==> src/rtl/outport_fifo_if.sv <==
// Handshake/bus bundle for the output-port FIFO.
// OUTPORT_SEVENSEG_EN adds the hex_lo/hex_hi seven-segment outputs.
interface outport_fifo_if;
  logic        OutPort_in;
  logic [31:0] Bus_Data;
  logic        out_ready;
  logic        ovf_clr;
  logic [31:0] Outport_Data_Out;
  logic        out_valid;
  logic        full;
  logic        empty;
  logic [2:0]  count;
  logic        ovf;
`ifdef OUTPORT_SEVENSEG_EN
  logic [6:0]  hex_lo;
  logic [6:0]  hex_hi;
`endif

  modport master (
    output OutPort_in, Bus_Data, out_ready, ovf_clr,
    input  Outport_Data_Out, out_valid, full, empty, count, ovf
`ifdef OUTPORT_SEVENSEG_EN
    , input hex_lo, hex_hi
`endif
  );

  modport slave (
    input  OutPort_in, Bus_Data, out_ready, ovf_clr,
    output Outport_Data_Out, out_valid, full, empty, count, ovf
`ifdef OUTPORT_SEVENSEG_EN
    , output hex_lo, hex_hi
`endif
  );
endinterface

==> src/rtl/outport_fifo.sv <==
// 4 x 32 first-word-fall-through output-port FIFO with sticky overflow flag.
// OUTPORT_SEVENSEG_EN enables seven-segment display of each popped byte.
module outport_fifo (
  input  logic          clk,
  input  logic          clr,
  outport_fifo_if.slave bus
);

  typedef enum logic {IDLE, PRESENT} state_t;

  logic [31:0] r_mem [4];
  logic [1:0]  r_wr_ptr;
  logic [1:0]  r_rd_ptr;
  logic [2:0]  r_count;
  logic        r_ovf;
  state_t      r_state;
  state_t      w_state_nxt;

  logic w_full;
  logic w_valid;
  logic w_pop;
  logic w_push;
  logic w_drop;

  assign w_full  = (r_count == 3'd4);
  assign w_valid = (r_state == PRESENT);
  assign w_pop   = w_valid & bus.out_ready;
  // A pop on the same edge frees a slot, so a full FIFO can still accept.
  assign w_push  = bus.OutPort_in & (~w_full | w_pop);
  assign w_drop  = bus.OutPort_in & w_full & ~w_pop;

  always_comb begin
    w_state_nxt = r_state;
    case (r_state)
      IDLE:    if (w_push) w_state_nxt = PRESENT;
      PRESENT: if (w_pop && (r_count == 3'd1) && !w_push) w_state_nxt = IDLE;
      default: w_state_nxt = IDLE;
    endcase
  end

  always_ff @(posedge clk or posedge clr) begin
    if (clr) r_state <= IDLE;
    else     r_state <= w_state_nxt;
  end

  always_ff @(posedge clk) begin
    if (w_push) r_mem[r_wr_ptr] <= bus.Bus_Data;
  end

  always_ff @(posedge clk or posedge clr) begin
    if (clr) begin
      r_wr_ptr <= '0;
      r_rd_ptr <= '0;
      r_count  <= '0;
      r_ovf    <= 1'b0;
    end else begin
      if (w_push) r_wr_ptr <= r_wr_ptr + 2'd1;
      if (w_pop)  r_rd_ptr <= r_rd_ptr + 2'd1;
      case ({w_push, w_pop})
        2'b10:   r_count <= r_count + 3'd1;
        2'b01:   r_count <= r_count - 3'd1;
        default: r_count <= r_count;
      endcase
      // Set has priority over the synchronous clear.
      if (w_drop)           r_ovf <= 1'b1;
      else if (bus.ovf_clr) r_ovf <= 1'b0;
    end
  end

  assign bus.out_valid        = w_valid;
  assign bus.Outport_Data_Out = w_valid ? r_mem[r_rd_ptr] : '0;
  assign bus.full             = w_full;
  assign bus.empty            = (r_count == 3'd0);
  assign bus.count            = r_count;
  assign bus.ovf              = r_ovf;

`ifdef OUTPORT_SEVENSEG_EN
  logic [6:0] r_hex_lo;
  logic [6:0] r_hex_hi;

  // Active-low segments, bit order gfedcba.
  function automatic logic [6:0] seg7(input logic [3:0] n);
    case (n)
      4'h0: seg7 = 7'h40;
      4'h1: seg7 = 7'h79;
      4'h2: seg7 = 7'h24;
      4'h3: seg7 = 7'h30;
      4'h4: seg7 = 7'h19;
      4'h5: seg7 = 7'h12;
      4'h6: seg7 = 7'h02;
      4'h7: seg7 = 7'h78;
      4'h8: seg7 = 7'h00;
      4'h9: seg7 = 7'h10;
      4'hA: seg7 = 7'h08;
      4'hB: seg7 = 7'h03;
      4'hC: seg7 = 7'h46;
      4'hD: seg7 = 7'h21;
      4'hE: seg7 = 7'h06;
      default: seg7 = 7'h0E;
    endcase
  endfunction

  always_ff @(posedge clk or posedge clr) begin
    if (clr) begin
      r_hex_lo <= '1;
      r_hex_hi <= '1;
    end else if (w_pop) begin
      r_hex_lo <= seg7(r_mem[r_rd_ptr][3:0]);
      r_hex_hi <= seg7(r_mem[r_rd_ptr][7:4]);
    end
  end

  assign bus.hex_lo = r_hex_lo;
  assign bus.hex_hi = r_hex_hi;
`endif

endmodule
==> src/flat_wrapper.sv <==
// flat-port wrapper written by rule: the top's interface ports become plain ports
module outport_fifo_flat 
  (clk, clr, bus_OutPort_in, bus_Bus_Data, bus_out_ready, bus_ovf_clr, bus_Outport_Data_Out, bus_out_valid, bus_full, bus_empty, bus_count, bus_ovf);
  outport_fifo_if bus_i ();
  input  logic clk;
  input  logic clr;
  input wire logic [$bits(bus_i.OutPort_in)-1:0] bus_OutPort_in;
  input wire logic [$bits(bus_i.Bus_Data)-1:0] bus_Bus_Data;
  input wire logic [$bits(bus_i.out_ready)-1:0] bus_out_ready;
  input wire logic [$bits(bus_i.ovf_clr)-1:0] bus_ovf_clr;
  output wire logic [$bits(bus_i.Outport_Data_Out)-1:0] bus_Outport_Data_Out;
  output wire logic [$bits(bus_i.out_valid)-1:0] bus_out_valid;
  output wire logic [$bits(bus_i.full)-1:0] bus_full;
  output wire logic [$bits(bus_i.empty)-1:0] bus_empty;
  output wire logic [$bits(bus_i.count)-1:0] bus_count;
  output wire logic [$bits(bus_i.ovf)-1:0] bus_ovf;
  assign bus_i.OutPort_in = bus_OutPort_in;
  assign bus_i.Bus_Data = bus_Bus_Data;
  assign bus_i.out_ready = bus_out_ready;
  assign bus_i.ovf_clr = bus_ovf_clr;
  assign bus_Outport_Data_Out = bus_i.Outport_Data_Out;
  assign bus_out_valid = bus_i.out_valid;
  assign bus_full = bus_i.full;
  assign bus_empty = bus_i.empty;
  assign bus_count = bus_i.count;
  assign bus_ovf = bus_i.ovf;
  outport_fifo u_core (.clk(clk), .clr(clr), .bus(bus_i));
endmodule
==> config.mk <==
export PLATFORM = sky130hd
export DESIGN_NAME = outport_fifo_flat
export DESIGN_NICKNAME = d
export VERILOG_FILES = /design/src/rtl/outport_fifo_if.sv /design/src/rtl/outport_fifo.sv /design/src/flat_wrapper.sv
export SDC_FILE = /design/constraint.sdc
export NUM_CORES = 1
export LEC_CHECK = 0
export CAP_MARGIN = 20
export CELL_PAD_IN_SITES_DETAIL_PLACEMENT = 0
export CELL_PAD_IN_SITES_GLOBAL_PLACEMENT = 2
export CORE_UTILIZATION = 30
export DETAILED_ROUTE_END_ITERATION = 10
export HOLD_SLACK_MARGIN = 0.12
export MAX_ROUTING_LAYER = met4
export PLACE_DENSITY_LB_ADDON = 0.1
export SLEW_MARGIN = 40
export SYNTH_ARGS = -nofsm -noshare
export SYNTH_HDL_FRONTEND = slang
export SYNTH_SLANG_ARGS = --single-unit
==> constraint.sdc <==
create_clock -name clk -period 2.7 [get_ports clk]
set_clock_uncertainty 0.2 [all_clocks]
set_input_delay 0.27 -clock clk [delete_from_list [all_inputs] [get_ports clk]]
set_output_delay 0.27 -clock clk [all_outputs]
set_load 0.01 [all_outputs]
# --- Yosys cells after proc, flatten, opt, wreduce, memory -nomap -nowiden ---
# Memories as Yosys holds them, arrays and structs flattened.
# Cells that the tools add are included.
totals:
  regBits: 9
  ram_bits: 128
  in_bits: 37
  output_inout_bits: 39
  memories: 1
mem_list:
  columns: ["memory", "depth", "width", "rd", "rd_ports_with_merged_regs", "wr", "line_no", "source"]
  rows:
  - ["u_core.r_mem", 4, 32, 1, 0, 1, "outport_fifo.sv:11", "logic [31:0] r_mem [4];"]
op_classes:
  add_sub_neg: 4
  eq_ne: 4
  muxes: 8
  n_bitwise: 8
  n_reduce_logical: 6
ops:
  columns: ["op", "n"]
  rows:
  - ["32-bit 2-to-1 mux", 1]
  - ["3-bit case mux with 2 select lines", 1]
  - ["1-bit 2-to-1 mux", 5]
  - ["2-bit by 1-bit adder with 2-bit output (second input constant)", 2]
  - ["1-bit bitwise AND", 4]
  - ["2-bit nonzero test", 2]
  - ["3-bit by 1-bit adder with 3-bit output (second input constant)", 1]
  - ["3-bit by 1-bit equality test with 1-bit output (second input constant)", 1]
  - ["3-bit equality test (second input constant)", 1]
  - ["3-bit logical NOT", 1]
  - ["1-bit inverter", 3]
  - ["3-bit by 1-bit subtractor with 3-bit output (second input constant)", 1]
  - ["2-bit by 1-bit equality test with 1-bit output (second input constant)", 1]
  - ["2-bit equality test (second input constant)", 1]
  - ["1-bit logical AND", 2]
  - ["1-bit case mux with 2 select lines", 1]
  - ["1-bit logical NOT", 1]
  - ["1-bit OR", 1]

# --- Longest topological paths before layout ---
# Gate-level depths: netlist (run 1).
depth:
  ltp_word: 8
  mapped_depth: 10
  depth_no_buf: 10

# --- Least setup slack after synthesis (run 1) ---
# OpenSTA, ideal clock, no wires.
synth_timing:
  path_type: "flip-flop to flip-flop"
  start: "register u_core.r_count[0] (netlist: u_core.bus.count[0])"
  end: "memory u_core.r_mem[2][0] (enable)"
  setup_time_ns: 0.392
  arrival_ns: 2.063
  slack_ns: 0.045
  path_stages_with_launch: 7
  path_buffers: 0
  synth_period_minus_slack_ns: 2.655
  path_cell_list: "dfrtp_1 -> inv_1 -> ha_1 -> nand2_1 -> inv_1 -> a21boi_1 -> and2_1"
synth_via:
  elab_chain_cells: 6
synth_rtl:
  columns: ["item", "line_no", "source"]
  rows:
  - ["start, declared", "outport_fifo.sv:14", "logic [2:0] r_count;"]
  - ["start signal, assigned", "outport_fifo.sv:60", "2'b10: r_count <= r_count + 3'd1;"]
  - ["start signal, assigned", "outport_fifo.sv:61", "2'b01: r_count <= r_count - 3'd1;"]
  - ["start signal, assigned", "outport_fifo.sv:62", "default: r_count <= r_count;"]
  - ["3-bit equality test", "outport_fifo.sv:25", "assign w_full = (r_count == 3'd4);"]
  - ["via bus_full", "flat_wrapper.sv:13", "output wire logic [$bits(bus_i.full)-1:0] bus_full;"]
  - ["1-bit inverter", "outport_fifo.sv:29", "assign w_push = bus.OutPort_in & (~w_full | w_pop);"]
  - ["1-bit OR", "outport_fifo.sv:29", null]
  - ["1-bit bitwise AND", "outport_fifo.sv:29", null]
  - ["1-bit 2-to-1 mux", "outport_fifo.sv:47", "if (w_push) r_mem[r_wr_ptr] <= bus.Bus_Data;"]
  - ["1-bit 2-to-1 mux (implied by the code)", "outport_fifo.sv:47", null]
  - ["end, declared", "outport_fifo.sv:11", null]
# The timed path passes the listed nets, and every way through them passes these cells.

# --- Worst setup path in the final report (run 1) ---
layout_timing:
  start: "register u_core.r_rd_ptr[0]"
  end: "output port bus_Outport_Data_Out[30]"
layout_via:
  elab_chain_cells: 2
layout_rtl:
  columns: ["item", "line_no", "source"]
  rows:
  - ["start, declared", "outport_fifo.sv:13", "logic [1:0] r_rd_ptr;"]
  - ["start signal, assigned", "outport_fifo.sv:58", "if (w_pop) r_rd_ptr <= r_rd_ptr + 2'd1;"]
  - ["memory 4 x 32 bit", null, null]
  - ["32-bit 2-to-1 mux", "outport_fifo.sv:71", "assign bus.Outport_Data_Out = w_valid ? r_mem[r_rd_ptr] : '0;"]
  - ["end, declared", "flat_wrapper.sv:11", "output wire logic [$bits(bus_i.Outport_Data_Out)-1:0] bus_Outport_Data_Out;"]
# No other way between the ends.

==> flow_summary.toml, run 1 <==
[outcome]
status = "completed"

[synth]
synthFlopType = "edfxtp_1"
seq_area_frac_synth = 0.752
synth_seq_cells = 137
ys_types = 21
avgSynthCellArea_um2 = 21.2
synth_top_cell_area_share = 0.710
synth_edf_count = 128
synth_nets = 301
synth.area.top_cells = "edfxtp_1, mux4_2, and2_1"
synthArstFlopShare = 0.0657
yosysWarningCount = 0
synthTopCellsByCount = "edfxtp_1, and2_1, mux4_2"
syn_inst = 255
syn-cell-area_um2 = 5410
synth_top_cell_by_area = "edfxtp_1"
synth.most_common_cell = "edfxtp_1"

[routing]
drcViolationCount = 0
num_vias = 2607
top_layer = "met4"
wire_per_inst_um = 17.3
drt-initial-drc-count = 102
drt.antenna.violating_nets = 0
first_pass_iters = 4
m1WireLength_um = 4300
avgViaCountPerCell = 4.35
drt-total-wl_um = 10400
route.met3.wl_um = 577
dr_wl_met2_um = 5350

[global_routing]
gr-total-overflow = 0
grt_max_degree = 24
grt_pass1_wl_um = 15900
antenna_found_initial = 1
grt_usage = 0.127
grt_pass1_vias = 2824

[clock_tree]
cts_root_buffer = "clkbuf_16"
cts_sinks = 137
cts_made_buffers = 17
clock_path_buffers = 2
cts_tree = "yes"
clk_latency_ns = 0.41
h-tree-depth = 4
cts.clk_slew.worst_paths_ns = 0.05

[floorplanning]
io_pins = 76
initial_core_util = 0.310
die-area_um2 = 18600
core_um2 = 17500
chipWidth_um = 136
rows = 48
die_h_um = 136

[setup_path]
crit_fanout = 17
cp-start-kind = "flip-flop"
end_kind = "output port"
cp.depth = 4
rr_worst_depth = 10
cpLargestDelayFamily = "buffers and inverters"
slowest_stage = "mux4_2"
r2r-end = "u_core.bus.count[2]$_DFFE_PP0P_"
r2r_start = "u_core.bus.count[0]$_DFFE_PP0P_"
reg2reg_slack_ns = 0.51
endpoint = "bus_Outport_Data_Out[30]"
critPathLaunch = "u_core.r_rd_ptr[0]$_DFFE_PP0P_"
cp.required_ns = 2.23
path_class = "reg -> out"
cpPeakStageDelay_ns = 0.50
worstPathCellList = "buf_12, mux4_2, and2_1, clkdlybuf4s50_1"
crit_arrival_ns = 2.14
worst-path-buf-inv = 2

[timing]
maxSlewHeadroom = 0.760
final.setup.tns_ns = 0
fin_crit_ns = 2.61
fin_crit_sh = 0.968
hold_ws_ns = 0.218
tightest_slew_ns = 0.359
clock.fmax_ghz = 0.383
drv_slew = 0
setup_viol = 0
grt_setup_unrepaired = "false"
finalHoldViolCount = 0

[layout]
finalNonFillerCells = 599
design_area_um2 = 7250
layout-drive-gt1-share = 0.220
fillers = 1572
area_growth_pct = 34.0
fin_nets = 407

[min_path]
holdCritPathClass = "in -> reg"

[placement]
globalplace.congestion = 0.681
numPlacedInstances = 559
place_area_um2 = 6560
io_buffers = 75
hpwl_um = 6480

[power_and_ir_drop]
vdd_ir_drop_max_v = 0.000509
leakagePower_nw = 2.66
powerDensity_nw_per_um2 = 1120
power_mw = 8.16

[job]
maxCapViolCount = 0
-- where the power goes --
part | leakage (nW) | internal, mW | switching, mW
Combinational | 1.10 | 1.64 | 1.22
Sequential | 1.28 | 2.81 | 0.175
Clock | 0.280 | 1.53 | 0.784
Total | 2.66 | 5.98 | 2.17
-- cells in the final DEF, fill, tap and decap left out, drive strengths merged, types with 5 or more instances in the layout --
cell type	n
dlygate4sd2	7
and2	36
dfrtp	9
mux4	32
edfxtp	128
clkdlybuf4s50	50
xnor2	5
ha	9
dlymetal6s2s	18
inv	9
nand2	6
clkbuf	21
buf	22
-- metrics by stage --
step | util | setup WS (ns)
floorplan | - | 0.0450
global route | 0.415 | 0.00520
CTS | 0.410 | 0.00253
finish | 0.415 | 0.0867
detailed placement | 0.376 | 0.402
global placement | 0.376 | 0.379
-- sequential cells by signal, indices dropped and copies added, names as in the netlist --
register              count
u_core.bus.count          3
u_core.bus.out_valid      1
u_core.bus.ovf            1
u_core.r_mem            128
u_core.r_rd_ptr           2
u_core.r_wr_ptr           2
-- worst min-delay path by stage --
stage	start	endpoint	depth (start not counted)
after global routing	bus_ovf_clr	u_core.bus.ovf$_DFFE_PP0P_	2
after global placement	u_core.bus.ovf$_DFFE_PP0P_	u_core.bus.ovf$_DFFE_PP0P_	2
after detailed placement	u_core.bus.ovf$_DFFE_PP0P_	u_core.bus.ovf$_DFFE_PP0P_	2
after floorplan	clr	u_core.bus.count[0]$_DFFE_PP0P_	1
after CTS	bus_ovf_clr	u_core.bus.ovf$_DFFE_PP0P_	2
final	bus_ovf_clr	u_core.bus.ovf$_DFFE_PP0P_	2
-- layout make-up --
cell class,count,area (um^2),share of cell area
Inverter,9,33.8,0.00466
Multi-Input combinational cell,98,1210,0.167
Clock inverter,10,151,0.0209
Timing Repair Buffer,98,1060,0.146
Antenna cell,1,2.50,0.000345
Sequential cell,137,4070,0.561
Clock buffer,21,440,0.0607
Tap cell,225,282,0.0388
-- worst reg2reg max path, stage by stage, from the launching register on --
cell and delay, ns:
dfrtp_1 0.44, inv_1 0.09, ha_1 0.22, nand2_1 0.06, inv_1 0.06, a21boi_1 0.16, buf_4 0.17, inv_1 0.06
ha_1 0.35, nor2_1 0.15, xor2_1 0.15
-- cell families after synthesis --
family	share of synthesized area
flops	0.752
mux	0.140
xor+xnor	0.00971
compound gates	0.00416
buf+inv	0.0250
fa+ha+maj	0.0208
simple gates	0.0486
-- metal layers --
metal | GRT usage | up-vias
met1 | 0.144 | 1309
met4 | 0.0537 | 0
met5 | - | -
met3 | 0.0436 | 9
li1 | - | 1221
met2 | 0.203 | 68
-- timing repair --
action                                 4_1_cts  5_1_grt
hold buffers                                 1        0
setup endpoints to repair                   11       21
gates resized for setup                      8       18
setup buffers                                1        6
endpoints found under the hold margin        9        0
Power figures use the tool's default switching activity.
==> run 2: changes to the inputs <==
HOLD_SLACK_MARGIN = 0.03   (was 0.12)
==> results of run 2 <==
The final DEF is identical to that of run 1; final timing and power are the same.
